--- config.mk ---
export PLATFORM = sky130hd
export DESIGN_NAME = ula_seq
export DESIGN_NICKNAME = d
export VERILOG_FILES = /design/src/rtl/ula_seq.sv
export SDC_FILE = /design/constraint.sdc
export NUM_CORES = 1
export LEC_CHECK = 0
export CAP_MARGIN = 10
export CORE_MARGIN = 2
export CORE_UTILIZATION = 45
export CTS_CLUSTER_SIZE = 12
export DETAILED_ROUTE_END_ITERATION = 6
export PLACE_DENSITY = 0.65
export REMOVE_ABC_BUFFERS = 1
export SLEW_MARGIN = 20
export SYNTH_ARGS = -nofsm -noshare
export SYNTH_HDL_FRONTEND = slang
export SYNTH_SLANG_ARGS = --single-unit
--- constraint.sdc ---
create_clock -name clk -period 6.2 [get_ports clk]
set_input_delay 1.86 -clock clk [delete_from_list [all_inputs] [get_ports clk]]
set_output_delay 1.86 -clock clk [all_outputs]
set_load 0.03 [all_outputs]
--- src/rtl/ula_seq.sv ---
// rtl/ula_seq.sv - multi-cycle ALU with one-bit-per-clock shifter and start/busy/done handshake
// Logic, arithmetic and compare ops finish at the accepting edge; shifts step once per clock.
module ula_seq #(
  parameter int WIDTH = 32,
  parameter int SHW   = 5
) (
  input  logic             clk,
  input  logic             rst_n,
  input  logic             start,
  input  logic [3:0]       op,
  input  logic [WIDTH-1:0] a,
  input  logic [WIDTH-1:0] b,
  input  logic [SHW-1:0]   shamt,
  output logic [WIDTH-1:0] result,
  output logic             zero,
  output logic             ovf,
  output logic             err,
  output logic             busy,
  output logic             done
);

  localparam logic [3:0] OP_AND  = 4'b0000;
  localparam logic [3:0] OP_OR   = 4'b0001;
  localparam logic [3:0] OP_ADD  = 4'b0010;
  localparam logic [3:0] OP_SLL  = 4'b0011;
  localparam logic [3:0] OP_SRA  = 4'b0100;
  localparam logic [3:0] OP_SRL  = 4'b0101;
  localparam logic [3:0] OP_SUB  = 4'b0110;
  localparam logic [3:0] OP_SLT  = 4'b0111;
  localparam logic [3:0] OP_SRAV = 4'b1010;
  localparam logic [3:0] OP_NOR  = 4'b1100;
  localparam logic [3:0] OP_XOR  = 4'b1101;
  localparam logic [3:0] OP_SLLV = 4'b1110;
  localparam logic [3:0] OP_SRLV = 4'b1111;

  typedef enum logic [1:0] {
    IDLE  = 2'd0,
    SHIFT = 2'd1,
    DONE  = 2'd2
  } state_t;

  typedef enum logic [1:0] {
    SH_LL = 2'd0,
    SH_RL = 2'd1,
    SH_RA = 2'd2
  } shkind_t;

  state_t           state_q, state_d;
  shkind_t          kind_q, kind_d;
  logic [WIDTH-1:0] shreg_q, shreg_d;
  logic [SHW-1:0]   cnt_q, cnt_d;
  logic [WIDTH-1:0] result_q, result_d;
  logic             zero_q, zero_d;
  logic             ovf_q, ovf_d;
  logic             err_q, err_d;

  logic [WIDTH-1:0] sum, diff, shifted, load_val;
  logic             load_en, load_ovf, load_err;
  logic             is_shift;
  shkind_t          new_kind;
  logic [SHW-1:0]   new_cnt;

  assign sum  = a + b;
  assign diff = a - b;

  always_comb begin
    shifted = shreg_q;
    case (kind_q)
      SH_LL:   shifted = {shreg_q[WIDTH-2:0], 1'b0};
      SH_RL:   shifted = {1'b0, shreg_q[WIDTH-1:1]};
      SH_RA:   shifted = {shreg_q[WIDTH-1], shreg_q[WIDTH-1:1]};
      default: shifted = shreg_q;
    endcase
  end

  always_comb begin
    state_d  = state_q;
    kind_d   = kind_q;
    shreg_d  = shreg_q;
    cnt_d    = cnt_q;
    load_en  = 1'b0;
    load_val = '0;
    load_ovf = 1'b0;
    load_err = 1'b0;
    is_shift = 1'b0;
    new_kind = SH_LL;
    new_cnt  = '0;

    case (state_q)
      IDLE: begin
        if (start) begin
          state_d = DONE;
          load_en = 1'b1;
          case (op)
            OP_ADD: begin
              load_val = sum;
              load_ovf = (a[WIDTH-1] == b[WIDTH-1]) && (sum[WIDTH-1] != a[WIDTH-1]);
            end
            OP_SUB: begin
              load_val = diff;
              load_ovf = (a[WIDTH-1] != b[WIDTH-1]) && (diff[WIDTH-1] != a[WIDTH-1]);
            end
            OP_AND:  load_val = a & b;
            OP_OR:   load_val = a | b;
            OP_XOR:  load_val = a ^ b;
            OP_NOR:  load_val = ~(a | b);
            OP_SLT:  load_val = {{(WIDTH-1){1'b0}}, ($signed(a) < $signed(b))};
            OP_SLL:  begin is_shift = 1'b1; new_kind = SH_LL; new_cnt = shamt;        end
            OP_SRL:  begin is_shift = 1'b1; new_kind = SH_RL; new_cnt = shamt;        end
            OP_SRA:  begin is_shift = 1'b1; new_kind = SH_RA; new_cnt = shamt;        end
            OP_SLLV: begin is_shift = 1'b1; new_kind = SH_LL; new_cnt = a[SHW-1:0];   end
            OP_SRLV: begin is_shift = 1'b1; new_kind = SH_RL; new_cnt = a[SHW-1:0];   end
            OP_SRAV: begin is_shift = 1'b1; new_kind = SH_RA; new_cnt = a[SHW-1:0];   end
            default: load_err = 1'b1;
          endcase
          if (is_shift) begin
            shreg_d  = b;
            cnt_d    = new_cnt;
            kind_d   = new_kind;
            load_val = b;
            // A zero-amount shift completes immediately with the unshifted operand.
            if (new_cnt != '0) begin
              load_en = 1'b0;
              state_d = SHIFT;
            end
          end
        end
      end
      SHIFT: begin
        shreg_d = shifted;
        cnt_d   = cnt_q - {{(SHW-1){1'b0}}, 1'b1};
        if (cnt_q == {{(SHW-1){1'b0}}, 1'b1}) begin
          load_en  = 1'b1;
          load_val = shifted;
          state_d  = DONE;
        end
      end
      DONE:    state_d = IDLE;
      default: state_d = IDLE;
    endcase

    result_d = load_en ? load_val : result_q;
    zero_d   = load_en ? (load_val == '0) : zero_q;
    ovf_d    = load_en ? load_ovf : ovf_q;
    err_d    = load_en ? load_err : err_q;
  end

  always_ff @(posedge clk or negedge rst_n) begin
    if (!rst_n) begin
      state_q  <= IDLE;
      kind_q   <= SH_LL;
      shreg_q  <= '0;
      cnt_q    <= '0;
      result_q <= '0;
      zero_q   <= 1'b1;
      ovf_q    <= 1'b0;
      err_q    <= 1'b0;
    end else begin
      state_q  <= state_d;
      kind_q   <= kind_d;
      shreg_q  <= shreg_d;
      cnt_q    <= cnt_d;
      result_q <= result_d;
      zero_q   <= zero_d;
      ovf_q    <= ovf_d;
      err_q    <= err_d;
    end
  end

  assign result = result_q;
  assign zero   = zero_q;
  assign ovf    = ovf_q;
  assign err    = err_q;
  assign busy   = (state_q != IDLE);
  assign done   = (state_q == DONE);

endmodule

Word level (Yosys, flattened, before mapping):

Index checks and enable logic that the tools add are counted.

* bits in registers: 76
* bits in latches: 0
* RAM bits: 0
* memory bits (read-only): 0
* bits of input ports: 76
* output and inout bits: 37
* word-level logic and storage cells: 93
* memories: 0

* add/sub/neg operators: 3
* multipliers: 0
* div/mod/pow operators: 0
* $lt $le $gt $ge: 1
* equal/unequal tests: 24
* shift operators: 0
* muxes and demuxes: 35
* bitwise logic cells: 4
* reductions and logical operators: 18

Operator list (number)
* $pmux 32 s7: 1
* $mux 32: 5
* $pmux 32 s2: 2
* $pmux 32 s3: 1
* $add 32x32->32: 1
* $and 32x32->32: 1
* $logic_not 32->1: 1
* $lt 32x32->1: 1
* $not 32->32: 1
* $or 32x32->32: 1
* $sub 32x32->32: 1
* $xor 32x32->32: 1
* $eq 4x4->1 const B: 5
* $mux 5: 4
* $pmux 5 s2: 2
* $eq 4x3->1 const B: 4
* $reduce_or 13->1: 1
* $mux 1: 12
* $eq 4x2->1 const B: 2
* $mux 2: 4
* $pmux 2 s2: 2
* $ne 2x2->1 const B: 3
* $reduce_and 3->1: 2
* $reduce_or 3->1: 2
* other kinds (16): 25

Logic depth before layout (Yosys ltp):

* depth in word-level cells: 10
* gate-level depth with buffers: 14
* mapped depth without buffers: 13

Worst setup path before layout:

No wires, ideal clock.

* path type: input to register
* start point: input port a[0]
* end point: register zero_q, in the netlist zero
* library setup time: 0.072 ns
* arrival time: 4.626 ns
* required time: 6.128 ns
* slack: 1.502 ns
* cell stages on the path: 13
* path buffers: 0
* cells stage by stage: ha_1 -> inv_1 -> fa_1 -> nand2b_1 -> a2111o_1 -> a31o_2 -> o211a_1 -> o21ai_1 -> mux2i_1 -> o21ai_1 -> a2111oi_2 -> nand4_1 -> o21ai_1

* cells in the longest elaborated chain, start to end: 8
* elaborated cells on any way between the ends: 20
* those cells by class: 2 x add/sub; 1 x order compare; 11 x mux; 4 x bitwise; 2 x reduce/logical

Ends and longest elaborated chain
* start, declared: RTL line 11 `input logic [WIDTH-1:0] a,`
* branches (longest 8 deep; another with $sub 32x32->32)
* end signal, assigned: RTL line 164 `zero_q <= zero_d;`
* end, declared: RTL line 53 `logic zero_q, zero_d;`

Parallel ways; which one is timed is not known. The select of a mux whose other input is x is not followed.
A chain may end at the register's enable or synchronous reset.

Worst setup path in the final report:

* start point: input port b[0]
* end point: register zero_q, in the netlist zero

* cells in the longest elaborated chain, start to end: 7
* elaborated cells on any way between the ends: 12
* those cells by class: 2 x add/sub; 1 x order compare; 4 x mux; 4 x bitwise; 1 x reduce/logical

Ends and longest elaborated chain
* start, declared: RTL line 12 `input logic [WIDTH-1:0] b,`
* branches (longest 3 deep; another with $sub 32x32->32)
* $mux 32 *: RTL line 116 `if (is_shift) begin`
* $mux 32 *: RTL line 91 `if (start) begin`
* $pmux 32 s2 *: RTL line 89 `case (state_q)`
* $logic_not 32->1 *: RTL line 143 `zero_d = load_en ? (load_val == '0) : zero_q;`

Every way passes the cells marked *.

==> results_dict.tcl <==
set metrics [dict create \
    fmax_mhz 172 \
    reg2reg_slack_ps 2510 \
    syn_area_um2 11300 \
    hp-start "result[9]" \
    cts_tree "yes" \
    ys_top_cells_by_area "dfrtp_1, ha_1, a21oi_1, nor2_1, o21ai_0" \
    track_usage 0.365 \
    wl_per_cell_um 24.7 \
    p_leak_nw 5.43 \
    worstMarginPinSlew_ps 1090 \
    antenna_found_initial 1 \
    ys.flop_type "dfrtp_1" \
    multi_input_area_um2 8480 \
    htree_num_levels 3 \
    ant_nets 0 \
    cp-end-kind "flip-flop" \
    die_area_um2 26300 \
    overflow 0 \
    post-route-period-util 0.939 \
    rows 57 \
    yosysMostFrequentCell "nor2_1" \
    fin_skew_ps 13.2 \
    finalSetupTns_ps 0 \
    max_slew_margin 0.267 \
    path_max_fanout 5 \
    drive_above_1_share 0.0946 \
    numCtsBuffers 9 \
    power.density_nw_per_um2 293 \
    vias_per_cell 6.56 \
    yosysTopAreaCell "dfrtp_1" \
    gp_congestion 1.00 \
    grt_setup_unrepaired "no" \
    ys_types 95 \
    clockBufferDepth 2 \
    io_pins 113 \
    synthCells 1556 \
    cts_root_buffer "clkbuf_16" \
    core_um2 24500 \
    ys_ff_latch 76 \
    grt_pass1_wl_um 73600 \
    fin_util 0.540 \
    r2r_cells 11 \
    cp_data_required_time_ps 6480 \
    grt_pass1_vias 12100 \
    totalWireLength_um 48700 \
    ys_seq_area_frac 0.169 \
    hold_viol 0 \
    use_met2 0.570 \
    max-vdd-ir-drop_v 0.000364 \
    die_x_um 162 \
    grt_busiest_layer "met2" \
    yosys_warnings 0 \
    reg2reg_to "zero" \
    drv_slew 0 \
    fin_crit_ps 5820 \
    worst_hold_path.endpoint "result[9]" \
    num_antenna_cells 0 \
    whs_ps 468 \
    vias 12900 \
    setup_viol 0 \
    worstPathArrival_ps 6110 \
    yosys-top-cells-count "nor2_1, nand2_1, a21oi_1, o21ai_0, ha_1" \
    synth_edf_count 0 \
    worstHoldPathType "reg2reg" \
    avgSynthCellArea_um2 7.24 \
    fin_nets 1826 \
    start_util 0.460 \
    met3_usage 0.0490 \
    clk_latency_ps 360 \
    fp.dieH_um 162 \
    clkTransAtPathRegs_ps 70 \
    cp-start-kind "primary input" \
    grt_max_degree 55 \
    drc_errors 0 \
    numClockSinks 76 \
    portBuffers 112 \
    r2r-start "kind_q[0]" \
    whs_path_depth 2 \
    p_total_mw 3.87 \
    drtIter0Drc 1535 \
    synth_top_area_share 0.167 \
    syn2layout_area_growth_pct 17.4 \
    post-cts-setup-buffer-count 0 \
    ff_latch_area_um2 1910 \
    status "completed" \
    drt_pass1_iterations 5 \
    async_reset_ff_frac 1.00 \
    crit_type "in2reg" \
    final.fill_count 2379 \
    dpl.hpwl_um 37700 \
    ctsHoldBuffers 0 \
    maxCapViolCount 0 \
    cts_resized 0 \
    use_met1 0.519 \
]
==> area by class of cell <==
cell class | instances | share of cell area
Timing Repair Buffer | 190 | 0.131
Sequential cell | 76 | 0.144
Tap cell | 324 | 0.0307
Clock inverter | 5 | 0.00454
Clock buffer | 11 | 0.0184
Multi-Input combinational cell | 1263 | 0.642
Inverter | 104 | 0.0295
==> worst max path at each step <==
| stage | start | end | slack [ps] | cells after the start |
|---|---|---|---|---|
| finish | b[0] | zero | 380 | 14 |
| global route | b[0] | zero | 120 | 14 |
| CTS | b[0] | zero | 450 | 14 |
| detailed placement | b[0] | zero | 100 | 14 |
| global placement | b[0] | zero | 120 | 14 |
| floorplan | op[2] | zero | 860 | 10 |
==> critical path: stages <==
cell and delay (ps):
clkdlybuf4s50_1 550, ha_1 240, inv_1 70, fa_1 390
nand2b_1 190, a2111o_1 490, a31o_2 310, o211a_1 300
o21ai_1 330, mux2i_1 220, o21ai_1 180, a2111oi_2 610
nand4_1 180, o21ai_1 170
==> routing by layer <==
layer  share of wire  wire (µm)  vias up
li1                -          -     5969
met1            0.45      21900     6206
met2            0.44      21300      668
met3           0.082       3970      102
met4           0.031       1530        0
met5               0          0        -
==> report_power, final <==
| part | leakage (nW) | switching (mW) | internal [mW] |
|---|---|---|---|
| clock | 0.146 | 0.262 | 0.326 |
| combinational | 4.33 | 1.46 | 0.864 |
| sequential | 0.954 | 0.229 | 0.723 |
==> sequential cells by signal, indices dropped and copies added, names as in the netlist <==
name,flops
cnt_q,5
ovf,1
zero,1
shreg_q,32
result,32
err,1
state_q,2
kind_q,2
==> cell families (layout without fill, tap and decap cells) <==
kind of cell	after synthesis	after routing	share of synthesized area
simple gates	527	527	0.227
flops	76	76	0.169
fa+ha+maj	106	106	0.119
mux	35	35	0.0324
xor+xnor	11	11	0.00856
compound gates	584	584	0.361
buf+inv	217	310	0.0826
==> placed cells by master (no fill, tap or decap), types with 8 or more instances in the layout <==
| cell | netlist | final |
|---|---|---|
| o221ai_1 | 18 | 18 |
| clkdlybuf4s50_1 | 0 | 111 |
| o2111ai_1 | 11 | 11 |
| nand2b_1 | 27 | 26 |
| o21ai_1 | 25 | 25 |
| o211ai_1 | 39 | 39 |
| a211oi_1 | 19 | 19 |
| or2_2 | 10 | 10 |
| nand3_1 | 23 | 23 |
| and2_1 | 11 | 11 |
| a31oi_1 | 15 | 15 |
| nor2_1 | 157 | 156 |
| a311oi_1 | 8 | 8 |
| nor4_1 | 13 | 12 |
| nor3_1 | 34 | 34 |
| inv_1 | 102 | 102 |
| or3_1 | 12 | 12 |
| ha_1 | 104 | 104 |
| a221oi_1 | 20 | 20 |
| xnor2_1 | 11 | 11 |
| buf_4 | 4 | 77 |
| mux2_2 | 11 | 11 |
| clkbuf_16 | 0 | 9 |
| nor2b_1 | 19 | 18 |
| a21oi_1 | 124 | 124 |
| and3_1 | 10 | 10 |
| dfrtp_1 | 75 | 73 |
| nand2_1 | 153 | 153 |
| a32oi_1 | 13 | 13 |
| o21ai_0 | 116 | 116 |
| a21o_1 | 12 | 12 |
| a211o_1 | 8 | 8 |
| a221o_1 | 16 | 16 |
| a22oi_1 | 26 | 26 |
| nand4_1 | 20 | 20 |
| mux2i_1 | 23 | 23 |
| o31ai_1 | 19 | 19 |
==> stage by stage <==
step                cells  worst slack (ps)  cell area, µm²
CTS                  1973               448           13200
finish               1973               377           13200
global placement     1957               118           12900
floorplan            1443               858           10700
global route         1973               118           13200
detailed placement   1957              96.2           12900
(Power assumes the default switching activity.)
==> RTL change, RTL diff (same flow settings) <==
Put a register stage on the outputs `busy` and `done`, cleared by the reset. The values now appear one clock later. The other outputs are not delayed to match. Comments in the files are not updated.
--- a/src/rtl/ula_seq.sv
+++ b/src/rtl/ula_seq.sv
@@ -172,6 +172,13 @@
   assign ovf    = ovf_q;
   assign err    = err_q;
-  assign busy   = (state_q != IDLE);
-  assign done   = (state_q == DONE);
+  always_ff @(posedge clk or negedge rst_n) begin
+    if (!rst_n) begin
+      busy <= '0;
+      done <= '0;
+    end else begin
+      busy <= (state_q != IDLE);
+      done <= (state_q == DONE);
+    end
+  end
 
 endmodule
Formal check against the unedited RTL: not equivalent (a bounded check fails within 4 cycles, from zero or initial values and one cycle with rst_n low).
==> RTL change against the original RTL <==
- sequential share of layout area increased by 0.47 points
- fmax decreased by 3.2%
- worst hold slack got worse by 0.0010 ns
- setup slack got worse by 0.19 ns
- first-iteration DRC count decreased by 9.3%
- combinational power decreased by 2%
- sequential cell count increased by 2
- final cell count decreased by 3.9%
- wire length decreased by 7.4%
- global-route usage decreased by 2.1 points
- final area decreased by 0.63%
- total power increased by 0.61%
- area after synthesis decreased by 2.4%
- critical path type unchanged
==> RTL change: results <==
[run_status]
outcome = "finished clean"

[placed_design]
gp_congestion = 1.011
dpl_cell_area_mm2 = 0.01279
dp_slack_ns = -0.1788
dp_hpwl_mm = 34.41
dp_cells = 1881

[cells_and_area]
drive_gt1_share_pct = 11.51
fin_nets = 1750
fin_cells = 1897

[drt]
drt_iter0_drc = 1392
dr.pass1.iters = 6
via_count = 12170
wl_per_cell_um = 23.74

[global_route]
grt_start_max_net_pins = 60
grt_pass1_wl_mm = 68.61
antenna_found_initial = 1
grtUsageTotal_pct = 34.35

[setup_path]
r2r_slack_ns = 2.12
crit_start = "a[0]"
crit_fanout = 5
crit_end = "zero$_DFFE_PN1P_"
worst_path_max_delay_cell = "clkdlybuf4s50_1"
r2r-start = "kind_q[1]$_DFFE_PN0P_"
max_stage_delay_ns = 0.52

[synthesis]
synth_xor_xnor_area_share_pct = 1.264
async_flop_share_pct = 100.0
synth_adder_area_share_pct = 12.21
synthMuxAreaShare_pct = 5.511
seq_area_frac_synth_pct = 17.77
synthTopCellsByCount = "nand2_1, o21ai_0, ha_1"
synthCells = 1459
synth_area_leaders = "dfrtp_1, ha_1, o21ai_0, a21oi_1, nand2_1"
synth_cell_types = 105
synth-compound-area-share_pct = 35.47

[timing]
worst_pin_slew_ns = 1.167
skew_ns = 0.01406
fin_crit_sh_pct = 97.02
hold_slack_ns = 0.4674

[hold_path]
worstHoldStart = "result[14]$_DFFE_PN0P_"
hold_depth = 2
hold_class = "reg -> reg"
whs_endpoint = "result[14]$_DFFE_PN0P_"

[power]
ir_worst_vdd_mv = 0.2467
p_leak_nw = 5.500
p_sw_share_pct = 49.61

[clock_network]
htreeDepth = 3
worstSkewPairLatency_ns = 0.36
## RTL change: cell count changes in the layout (fill, tap and decap cells not counted), moves of 16 or more
cell	change
buf_4	+17
nand2_1	-25
a21oi_1	-25
o21ai_1	-22
nor3_1	-16
nor2_1	-55
mux2i_1	+24
## RTL change: power groups by stage
stage / Sequential, mW / Combinational, mW / Clock (mW)
2_1_floorplan: 1.16 / 1.18 / 0
3_3_place_gp: 1.00 / 2.21 / 0
3_5_place_dp: 1.01 / 2.24 / 0
4_1_cts: 0.998 / 2.25 / 0.603
5_1_grt: 1.03 / 2.49 / 0.617
6_report: 1.00 / 2.29 / 0.596
## RTL change: logic make-up after synthesis
logic type / after synthesis
buf+inv: 214
xor+xnor: 15
mux: 59
flops: 78
simple gates: 432
fa+ha+maj: 106
compound gates: 555
## RTL change: critical path: cells and delay by family
kind            cells  cell delay [ns]
simple gates        7             1.88
compound gates      4             1.11
buf+inv             3             0.78
fa+ha+maj           2             0.65
## RTL change: layer usage
layer	track usage, %	up-vias	wire [um]
li1	-	5660	-
met1	48.37	5786	20450
met2	52.72	637	19280
met3	6.753	85	3833
met4	11.26	2	1465
met5	0	-	11
## RTL change: area by class of cell
class,count,area [um2]
clock buffers,10,239.0
clock inverters,6,68.82
fillers,2327,11040
inverters,106,397.9
multi-input cells,1167,8229
flip-flops and latches,78,1956
well taps,324,405.4
repair buffers,206,1837
## RTL change: metrics by stage
step	utilization [%]	setup TNS (ns)	total power, mW
4_1_cts	54.19	0	3.851
3_3_place_gp	52.92	-0.2079	3.214
3_5_place_dp	52.92	-0.1788	3.247
2_1_floorplan	-	-16.78	2.339
6_report	54.32	0	3.891
5_1_grt	54.32	0	4.136
